===== config.mk =====
export PLATFORM = sky130hd
export DESIGN_NAME = apb_sram_bridge
export DESIGN_NICKNAME = d
export VERILOG_FILES = /design/src/rtl/apb_sram_bridge.sv
export SDC_FILE = /design/constraint.sdc
export NUM_CORES = 1
export LEC_CHECK = 0
export CAP_MARGIN = 20
export CORE_MARGIN = 4
export CORE_UTILIZATION = 37
export CTS_CLUSTER_SIZE = 12
export DETAILED_ROUTE_END_ITERATION = 6
export GPL_TIMING_DRIVEN = 0
export PLACE_DENSITY = 0.79
export SLEW_MARGIN = 20
export SYNTH_ARGS = -nofsm -noshare
export SYNTH_HDL_FRONTEND = slang
export SYNTH_SLANG_ARGS = --single-unit

===== constraint.sdc =====
create_clock -name clk -period 2 [get_ports clk]
set_input_delay 0.4 -clock clk [delete_from_list [all_inputs] [get_ports clk]]
set_output_delay 0.4 -clock clk [all_outputs]
set_load 0.03 [all_outputs]

===== src/rtl/apb_sram_bridge.sv =====
// APB slave front-end for the single-port side (port 0) of the on-chip SRAM macro.
// Each hit transfer becomes one registered chip-select cycle. Reads insert the
// extra wait state that the macro's synchronous read output needs.
module apb_sram_bridge #(
  parameter logic [31:0] BASE_ADDR = 32'h0000_0000,
  parameter int unsigned ADDR_W    = 8,
  parameter int unsigned DATA_W    = 32
) (
  input  logic                clk,
  input  logic                rst_n,
  input  logic [31:0]         paddr,
  input  logic                psel,
  input  logic                penable,
  input  logic                pwrite,
  input  logic [DATA_W-1:0]   pwdata,
  input  logic [DATA_W/8-1:0] pstrb,
  output logic [DATA_W-1:0]   prdata,
  output logic                pready,
  output logic                pslverr,
  output logic                sram_csb0,
  output logic                sram_web0,
  output logic [DATA_W/8-1:0] sram_wmask0,
  output logic [ADDR_W-1:0]   sram_addr0,
  output logic [DATA_W-1:0]   sram_din0,
  input  logic [DATA_W-1:0]   sram_dout0
);

  typedef enum logic [1:0] {
    IDLE,
    ISSUE,
    CAPT,
    DONE
  } state_t;

  state_t              state, nxt_state;
  logic                addr_hit;
  logic                nxt_csb, nxt_web, nxt_pready, nxt_pslverr;
  logic [DATA_W/8-1:0] nxt_wmask;
  logic [ADDR_W-1:0]   nxt_addr;
  logic [DATA_W-1:0]   nxt_din, nxt_prdata;

  // Window decode: upper address bits must match the base, and the access must be word aligned.
  always_comb begin
    addr_hit = (paddr[31:ADDR_W+2] == BASE_ADDR[31:ADDR_W+2]) && (paddr[1:0] == 2'b00);
  end

  // Next state and next values of every registered output.
  // The chip select, the write enable and pready fall back to inactive unless a state drives them.
  // The address and data buses hold their last value.
  always_comb begin
    nxt_state   = state;
    nxt_csb     = 1'b1;
    nxt_web     = 1'b1;
    nxt_wmask   = '0;
    nxt_addr    = sram_addr0;
    nxt_din     = sram_din0;
    nxt_pready  = 1'b0;
    nxt_pslverr = 1'b0;
    nxt_prdata  = '0;
    unique case (state)
      IDLE: begin
        if (psel && !penable) begin
          if (addr_hit) begin
            nxt_state = ISSUE;
            nxt_csb   = 1'b0;
            nxt_web   = ~pwrite;
            nxt_addr  = paddr[ADDR_W+1:2];
            nxt_din   = pwdata;
            nxt_wmask = pwrite ? pstrb : '0;
          end else begin
            nxt_state   = DONE;
            nxt_pready  = 1'b1;
            nxt_pslverr = 1'b1;
          end
        end
      end
      ISSUE: begin
        // sram_web0 still carries the direction of the cycle the macro is sampling now
        if (!sram_web0) begin
          nxt_state  = DONE;
          nxt_pready = 1'b1;
        end else begin
          nxt_state = CAPT;
        end
      end
      CAPT: begin
        // the read data is captured straight into prdata, which is presented during DONE
        nxt_state  = DONE;
        nxt_pready = 1'b1;
        nxt_prdata = sram_dout0;
      end
      DONE: begin
        nxt_state = IDLE;
      end
      default: nxt_state = IDLE;
    endcase
  end

  // State and output registers; reset takes effect asynchronously.
  always_ff @(posedge clk or negedge rst_n) begin
    if (!rst_n) begin
      state       <= IDLE;
      sram_csb0   <= 1'b1;
      sram_web0   <= 1'b1;
      sram_wmask0 <= '0;
      sram_addr0  <= '0;
      sram_din0   <= '0;
      pready      <= 1'b0;
      pslverr     <= 1'b0;
      prdata      <= '0;
    end else begin
      state       <= nxt_state;
      sram_csb0   <= nxt_csb;
      sram_web0   <= nxt_web;
      sram_wmask0 <= nxt_wmask;
      sram_addr0  <= nxt_addr;
      sram_din0   <= nxt_din;
      pready      <= nxt_pready;
      pslverr     <= nxt_pslverr;
      prdata      <= nxt_prdata;
    end
  end

endmodule


== Word level (Yosys, flattened, before mapping) ==
Cells that the tools add are included.

* Logic and storage cells: 40
* Flip-flop bits (word level): 82

* Equal/unequal tests: 4
* Multiplexer cells: 19
* Bitwise logic cells: 1
* Reductions and logical operators: 7

{| class="wikitable"
|+ Operators with widths
! operator !! count
|-
| 32-bit two-way mux || 1
|-
| 22-bit zero test || 1
|-
| 4-bit two-way mux || 4
|-
| 1-bit two-way mux || 10
|-
| 2-bit one-hot mux with 4 select lines || 1
|-
| 2-bit == test (second input constant) || 2
|-
| 2-bit zero test || 2
|-
| 2-bit two-way mux || 2
|-
| 1-bit one-hot mux with 3 select lines || 1
|-
| 3-bit AND reduction || 1
|-
| 2-bit by 1-bit == test with 1-bit output (second input constant) || 1
|-
| 1-bit logical AND || 2
|-
| 2-bit != test (second input constant) || 1
|-
| 1-bit zero test || 1
|-
| 1-bit NOT || 1
|}

== Longest topological paths before layout ==
Gate-level depths: netlist (run 1).

* Depth after elaboration: 5
* Depth in mapped cells: 6

== Worst setup path before layout (run 1) ==
Ideal clock, no wire load.

* Path type: input-to-reg
* Start point: input port paddr[24]
* End point: register sram_addr0[7]
* Arrival: 1.688 ns
* Cell stages on the path: 5
* Slack: 0.187 ns
* Required time: 1.875 ns
* Path through: nor4_1 nand4_1 nor3_4 buf_6 mux2_2

* Longest elaborated chain between the ends: 3

{| class="wikitable"
|+ Ends and longest elaborated chain
! what !! RTL line !! RTL
|-
| start: declaration || 11 || <nowiki>input logic [31:0] paddr,</nowiki>
|-
| 22-bit zero test || 44 || <nowiki>addr_hit = (paddr[31:ADDR_W+2] == BASE_ADDR[31:ADDR_W+2]) && (paddr[1:0] == 2'b00);</nowiki>
|-
| 1-bit logical AND || 44 ||
|-
| 3-bit AND reduction (no line) || -- ||
|-
| end signal: assignment || 116 || <nowiki>sram_addr0 <= nxt_addr;</nowiki>
|-
| end: declaration || 23 || <nowiki>output logic [ADDR_W-1:0] sram_addr0,</nowiki>
|}

Every way passes these cells.
A chain may end at the register's enable or synchronous reset.

== Worst setup path in the final report (run 1) ==
* Start point: input port paddr[11]
* End point: register sram_din0[22]

* Longest elaborated chain between the ends: 3

{| class="wikitable"
|+ Ends and longest elaborated chain
! what !! RTL line !! RTL
|-
| 22-bit zero test || 44 ||
|-
| 1-bit logical AND || 44 ||
|-
| 3-bit AND reduction (no line) || -- ||
|-
| end signal: assignment || 117 || <nowiki>sram_din0 <= nxt_din;</nowiki>
|-
| end: declaration || 24 || <nowiki>output logic [DATA_W-1:0] sram_din0,</nowiki>
|}

Every way passes these cells.

==> results of run 1 <==
==> layout by cell type (no fill, tap or decap) <==
cell type and n:
o22ai_1 1, buf_8 1, nor3_1 1, nand3_1 1
ha_2 1, inv_1 6, clkbuf_16 4, nor3_4 1
nor2_1 2, nor4_1 2, mux2i_1 1, dlygate4sd3_1 1
clkbuf_1 5, o21bai_1 1, clkbuf_8 10, ha_1 3
clkdlybuf4s50_1 173, dfrtp_1 80, nor4_2 2, buf_4 2
and2_1 32, nand4_1 1, buf_16 1, dfstp_2 2
nand2_1 1, and3_1 4, bufinv_16 2, dlymetal6s2s_1 10
nor4_4 2, clkinvlp_4 2, mux2_4 20, nor2b_2 1
a21oi_1 2, buf_12 4, nand2_2 2, mux2_2 20
o21ai_0 1
==> layout make-up <==
class / count / area (um2)
clock inverter: 4 / 75.1
timing repair buffer: 192 / 2030
fill: 532 / 2280
sequential: 82 / 2050
clock buffer: 12 / 145
tap: 102 / 128
inverter: 6 / 22.5
buffer: 7 / 86.3
multi-input combinational: 102 / 987
==> path summary, 6_finish.rpt <==
| kind | startpoint | endpoint | slack (ns) | cells past startpoint |
|---|---|---|---|---|
| max | paddr[11] | sram_din0[22] | 0.004 | 7 |
| min | rst_n | sram_addr0[1] | 0.50 | 2 |
| max reg2reg | state[0] | sram_din0[22] | 0.13 | 7 |
| min reg2reg | sram_din0[15] | sram_din0[15] | 0.51 | 1 |
| max in group asynchronous | rst_n | prdata[7] | 0.90 | 3 |
| min in group clk | sram_din0[15] | sram_din0[15] | 0.51 | 1 |
==> cells by family (layout without fill, tap and decap cells) <==
family | after synthesis | after routing | share of synthesized area [%]
DFF | 82 | 82 | 68.6
buffers and inverters | 13 | 221 | 2.63
muxes | 41 | 41 | 15.4
adders and majority gates | 4 | 4 | 1.67
and+or+nand+nor | 52 | 52 | 10.7
AOI/OAI and AO/OA | 5 | 5 | 0.962
==> worst max-delay path: cells and delay by family <==
family,cells,cell delay (ns)
mux,1,0.30
buf+inv,3,0.76
simple gates,3,0.75
==> power breakdown <==
part	switching (uW)	internal, uW
Clock	571	739
Combinational	782	671
Sequential	74.2	1870
Total	1430	3280
==> registers in the layout, summed over array words and instances (netlist names) <==
name and flops:
prdata 32, sram_din0 32, sram_addr0 8, sram_wmask0 4
state 2, pready 1, pslverr 1, sram_csb0 1
sram_web0 1
==> layer usage <==
metal	wire length [um]	part of all wire, %	vias to the layer above	track usage (%)
li1	-	-	1062	-
met1	3120	37	1143	18.1
met2	4340	52	116	28.4
met3	738	8.8	15	5.71
met4	177	2.1	0	5.86
met5	0	0	-	0
==> timing repair <==
action | CTS | global route
hold buffers | 1 | 0
endpoints found under the hold margin | 22 | 0
resized for setup | 0 | 47
setup buffers | 2 | 0
gates cloned | 0 | 4
pin swaps | 2 | 6
setup endpoints to repair | 40 | 44
==> per-stage QoR <==
stage | power (uW) | TNS, ns
floorplan | 2670 | 0
global placement | 3390 | -209.17
detailed placement | 3430 | -22.60
CTS | 4750 | 0
global route | 4930 | -0.367
finish | 4710 | 0
==> results_dict.tcl, run 1 <==
set metrics [dict create \
    status "finished clean" \
    p_per_area_mw_per_mm2 852 \
    ant_nets 0 \
    finalNetCount 509 \
    root_buffer "clkbuf_8" \
    synth.net_count 306 \
    clk_pin_slew_ns 0.09 \
    first_pass_iters 4 \
    synth_edf_count 0 \
    fp.dieH_um 97.9 \
    place.gp.congestion 0.756 \
    dr_total_vias 2336 \
    cts_buffers 9 \
    seq_area_frac_synth_pct 68.6 \
    setup_viol 0 \
    fin_crit_ns 2.00 \
    ys.flop_type "dfrtp_1" \
    drc 0 \
    yosysWarnings 0 \
    cts_tree "yes" \
    path_max_fanout 8 \
    ys_types 23 \
    p_leak_uw 0.00256 \
    synth.avg_cell_area_um2 15.2 \
    hold_class "input pin to asynchronous set/reset pin" \
    die_area_mm2 0.00959 \
    timing.hold.ws_ns 0.502 \
    final_util_pct 70.8 \
    ys_ff_latch 82 \
    antenna_found_initial 0 \
    drt-initial-drc-count 21 \
    place_area_mm2 0.00499 \
    ys_async_sr_fraction_pct 100 \
    fin_crit_sh_pct 99.8 \
    grt_pass1_wl_um 12100 \
    start_kind "input pin" \
    syn-cell-area_mm2 0.00299 \
    critical_path_class "input pin to flip-flop" \
    finalHoldViolCount 0 \
    yosysTopAreaCellShare_pct 66.9 \
    place_ws_ns -0.551 \
    grt-ovfl-total 0 \
    cp_slowest_stage_delay_ns 0.41 \
    tightest_slew_ns 0.578 \
    grt_max_degree 59 \
    cp.required_ns 2.22 \
    syn2layout_area_growth_pct 84.7 \
    clk_latency_ns 0.34 \
    dpl.hpwl_um 6100 \
    synthTopCellsByArea "dfrtp_1, mux2_2, and2_1" \
    finalMaxSlewViolations 0 \
    worst_slack_ns 0.00381 \
    placedCellCount 484 \
    routedWlPerCell_um 16.5 \
    fp.coreArea_mm2 0.00781 \
    design_area_mm2 0.00553 \
    clk_path_buf_depth 2 \
    yosysMostFrequentCell "dfrtp_1" \
    crit_path_top_delay_cell "clkdlybuf4s50_1" \
    clock-sinks 82 \
    insertedDiodeCount 0 \
    fmax_mhz 501 \
    fin_skew_ns 0.00939 \
    die_w_um 97.9 \
    drive_above_1_share_pct 19.0 \
    rows 32 \
    synth_common_cells "dfrtp_1, mux2_2, and2_1" \
    first_global_vias 2414 \
    routed_wl_um 8370 \
    cts_max_level 3 \
    port_buffers 184 \
    track_usage_pct 16.2 \
    relSlewSlack_pct 61.2 \
    syn-instance-count 197 \
    initial_utilization_pct 38.3 \
    drv_cap 0 \
    cp.arrival_ns 2.21 \
    synth_top_area_cell "dfrtp_1" \
    fin_cells 507 \
    viasPerCell 4.61 \
    cp-end-kind "flip-flop" \
    vdd_drop_max_v 0.000487 \
    crit_chain "clkdlybuf4s50_1 -> nor4_1 -> nand4_1 -> nor3_4 -> buf_12 -> clkbuf_16 -> mux2_4" \
    io_pins 185 \
]
Power figures use the tool's default switching activity.
==> run 2: changes to the inputs <==
- CAP_MARGIN: 20 -> unset
- CORE_MARGIN: 4 -> 1
- CORE_UTILIZATION: 37 -> 38
- CTS_BUF_LIST: unset -> sky130_fd_sc_hd__clkbuf_4
- PLACE_DENSITY: 0.79 -> 0.81
==> run 2 against run 1 <==
Wire length decreased by 10%. Clock power decreased by 8%. Non-clock buffer count decreased by 4. First-iteration DRC count increased by 120%. Flip-flop and latch count unchanged. Largest cell class is now registers.
==> results_dict.tcl, run 2 (synthesized netlist as in run 1, its figures left out) <==
set metrics [dict create \
    critical_path_class "input pin to flip-flop" \
    layout_commonest_cell "clkdlybuf4s50_1" \
    place_area_mm2 0.00498 \
    die_w_um 90.7 \
    fill_cells 543 \
    crit_chain "clkdlybuf4s50_1 -> nor4_1 -> nand2_1 -> nor3_4 -> buf_4 -> buf_6 -> mux2_2" \
    timing.rr.start "state[0]" \
    clock-sinks 82 \
    finalHoldViolCount 0 \
    hold_start "sram_din0[2]" \
    design_area_mm2 0.00521 \
    fin_crit_ns 1.95 \
    grt_setup_unrepaired "no" \
    hold_class "flip-flop to flip-flop" \
    reg_top3 "prdata (32), sram_din0 (32), sram_addr0 (8)" \
    placedCellCount 481 \
    syn2layout_area_growth_pct 74.2 \
    drv_cap 0 \
    insertedDiodeCount 0 \
    critPathBufInv 3 \
    finalMaxSlewViolations 0 \
    p_clk_share_pct 26.3 \
    start_kind "input pin" \
    switchingPower_uw 1360 \
    io_pins 185 \
    grt_max_degree 44 \
    relSlewSlack_pct 62.8 \
    grt-ovfl-total 0 \
    antenna_found_initial 0 \
    dpl.hpwl_um 5770 \
    fin_skew_ns 0.0137 \
    switching_share_pct 29.6 \
    cts_buffers 9 \
    die_area_mm2 0.00823 \
    drc 0 \
    fp.coreArea_mm2 0.00745 \
    regArea_mm2 0.00205 \
    viasPerCell 4.55 \
    fin_cells 500 \
    clk_path_buf_depth 2 \
    crit_path_top_delay_cell "clkdlybuf4s50_1" \
    status "finished clean" \
    p_per_area_mw_per_mm2 880 \
    grt_pass1_wl_um 11800 \
    comb_power_share_pct 31.4 \
    path_max_fanout 10 \
    fin_crit_sh_pct 97.6 \
    fmax_mhz 513 \
    p_leak_uw 0.00239 \
    dr_total_vias 2273 \
    initial_utilization_pct 40.2 \
    track_usage_pct 18.7 \
    ant_nets 0 \
    vdd_drop_max_v 0.000590 \
    drive_above_1_share_pct 17.0 \
    first_global_vias 2364 \
    tightest_slew_ns 0.558 \
    setup_viol 0 \
    drt-initial-drc-count 46 \
    multi_input_area_um2 886 \
    final_cell_mix "clkdlybuf4s50_1, dfrtp_1, mux2_2, and2_1, clkbuf_4" \
    cts_tree "yes" \
    cp_slowest_stage_delay_ns 0.41 \
    rows 31 \
    critPathTopFamily "buffers and inverters" \
    root_buffer "clkbuf_4" \
    clk_latency_ns 0.40 \
    critPathLaunch "paddr[16]" \
    place.gp.congestion 0.734 \
    port_buffers 184 \
    cts_max_level 3 \
    cp.required_ns 2.28 \
    intPower_uw 3230 \
    routedWlPerCell_um 15.0 \
    cp.arrival_ns 2.23 \
    clk_pin_slew_ns 0.12 \
    seqPwrFrac_pct 42.3 \
    finalNetCount 505 \
    cp-end-kind "flip-flop" \
    routed_wl_um 7520 \
    first_pass_iters 3 \
    fp.dieH_um 90.7 \
]
## run 2: cell types whose count changed in the layout (fill, tap and decap cells not counted), moves of 3 or more
cell and delta:
mux2_4 -20, mux2_2 +16, clkbuf_4 +13, clkbuf_8 -10, dlymetal6s2s_1 -10, clkdlybuf4s50_1 +8, buf_6 +4, clkbuf_16 -4
mux2_1 +4, buf_12 -3
## run 2: worst paths after layout
| kind | endpoint | slack, ns | cells past startpoint |
|---|---|---|---|
| max | sram_addr0[4] | 0.05 | 7 |
| min | sram_din0[2] | 0.50 | 1 |
| max reg2reg | sram_addr0[4] | 0.14 | 7 |
| min reg2reg | sram_din0[2] | 0.50 | 1 |
| max in group asynchronous | sram_csb0 | 0.82 | 3 |
| min in group asynchronous | sram_din0[10] | 0.52 | 2 |
## run 2: worst register-to-register path, stage by stage (launching register included)
cell	delay, ns
dfrtp_1	0.43
inv_1	0.10
ha_2	0.22
nand2_1	0.13
nor3_4	0.19
buf_4	0.18
buf_6	0.16
mux2_2	0.35
## run 2: through the flow
step / hold slack (ns) / utilization (%) / total power (uW) / TNS, ns / setup WS [ns]
detailed placement: 0.428 / 66.8 / 3420 / -27.66 / -0.658
floorplan: 0.104 / - / 2670 / 0 / 0.187
finish: 0.504 / 70.0 / 4590 / 0 / 0.0490
global route: 0.515 / 70.0 / 4810 / 0 / 0.00582
global placement: 0.473 / 66.6 / 3380 / -210.21 / -2.29
CTS: 0.507 / 69.6 / 4650 / 0 / 0.0153
## run 2: layout make-up
class,count,area share (%)
multi-input cells,102,17.0
plain buffers,7,1.08
repair buffers,188,36.1
clock buffers,13,1.87
well taps,99,2.38
flip-flops and latches,82,39.4
inverters,6,0.432
clock inverters,3,1.73
## run 2: power groups by stage
| stage | clock (uW) | sequential (uW) | combinational, uW |
|---|---|---|---|
| 3_5_place_dp | 0 | 1980 | 1450 |
| 6_report | 1210 | 1940 | 1440 |
| 2_1_floorplan | 0 | 2380 | 288 |
| 3_3_place_gp | 0 | 1970 | 1410 |
| 4_1_cts | 1250 | 1940 | 1460 |
| 5_1_grt | 1320 | 1960 | 1530 |
## run 2: routing by layer
metal	track usage, %	share of wire [%]	wire, um
met5	0	0	0
met4	6.85	0.84	63
met1	21.2	37	2770
met2	33.1	55	4110
met3	5.64	7.7	577
## run 2: what timing repair did
action / in CTS / in global routing
resized for setup: 2 / 5
hold buffers: 1 / 0
buffers inserted: 2 / 0
pin swaps: 2 / 1
endpoints found under the hold margin: 41 / 0
endpoints found under the setup margin: 42 / 44
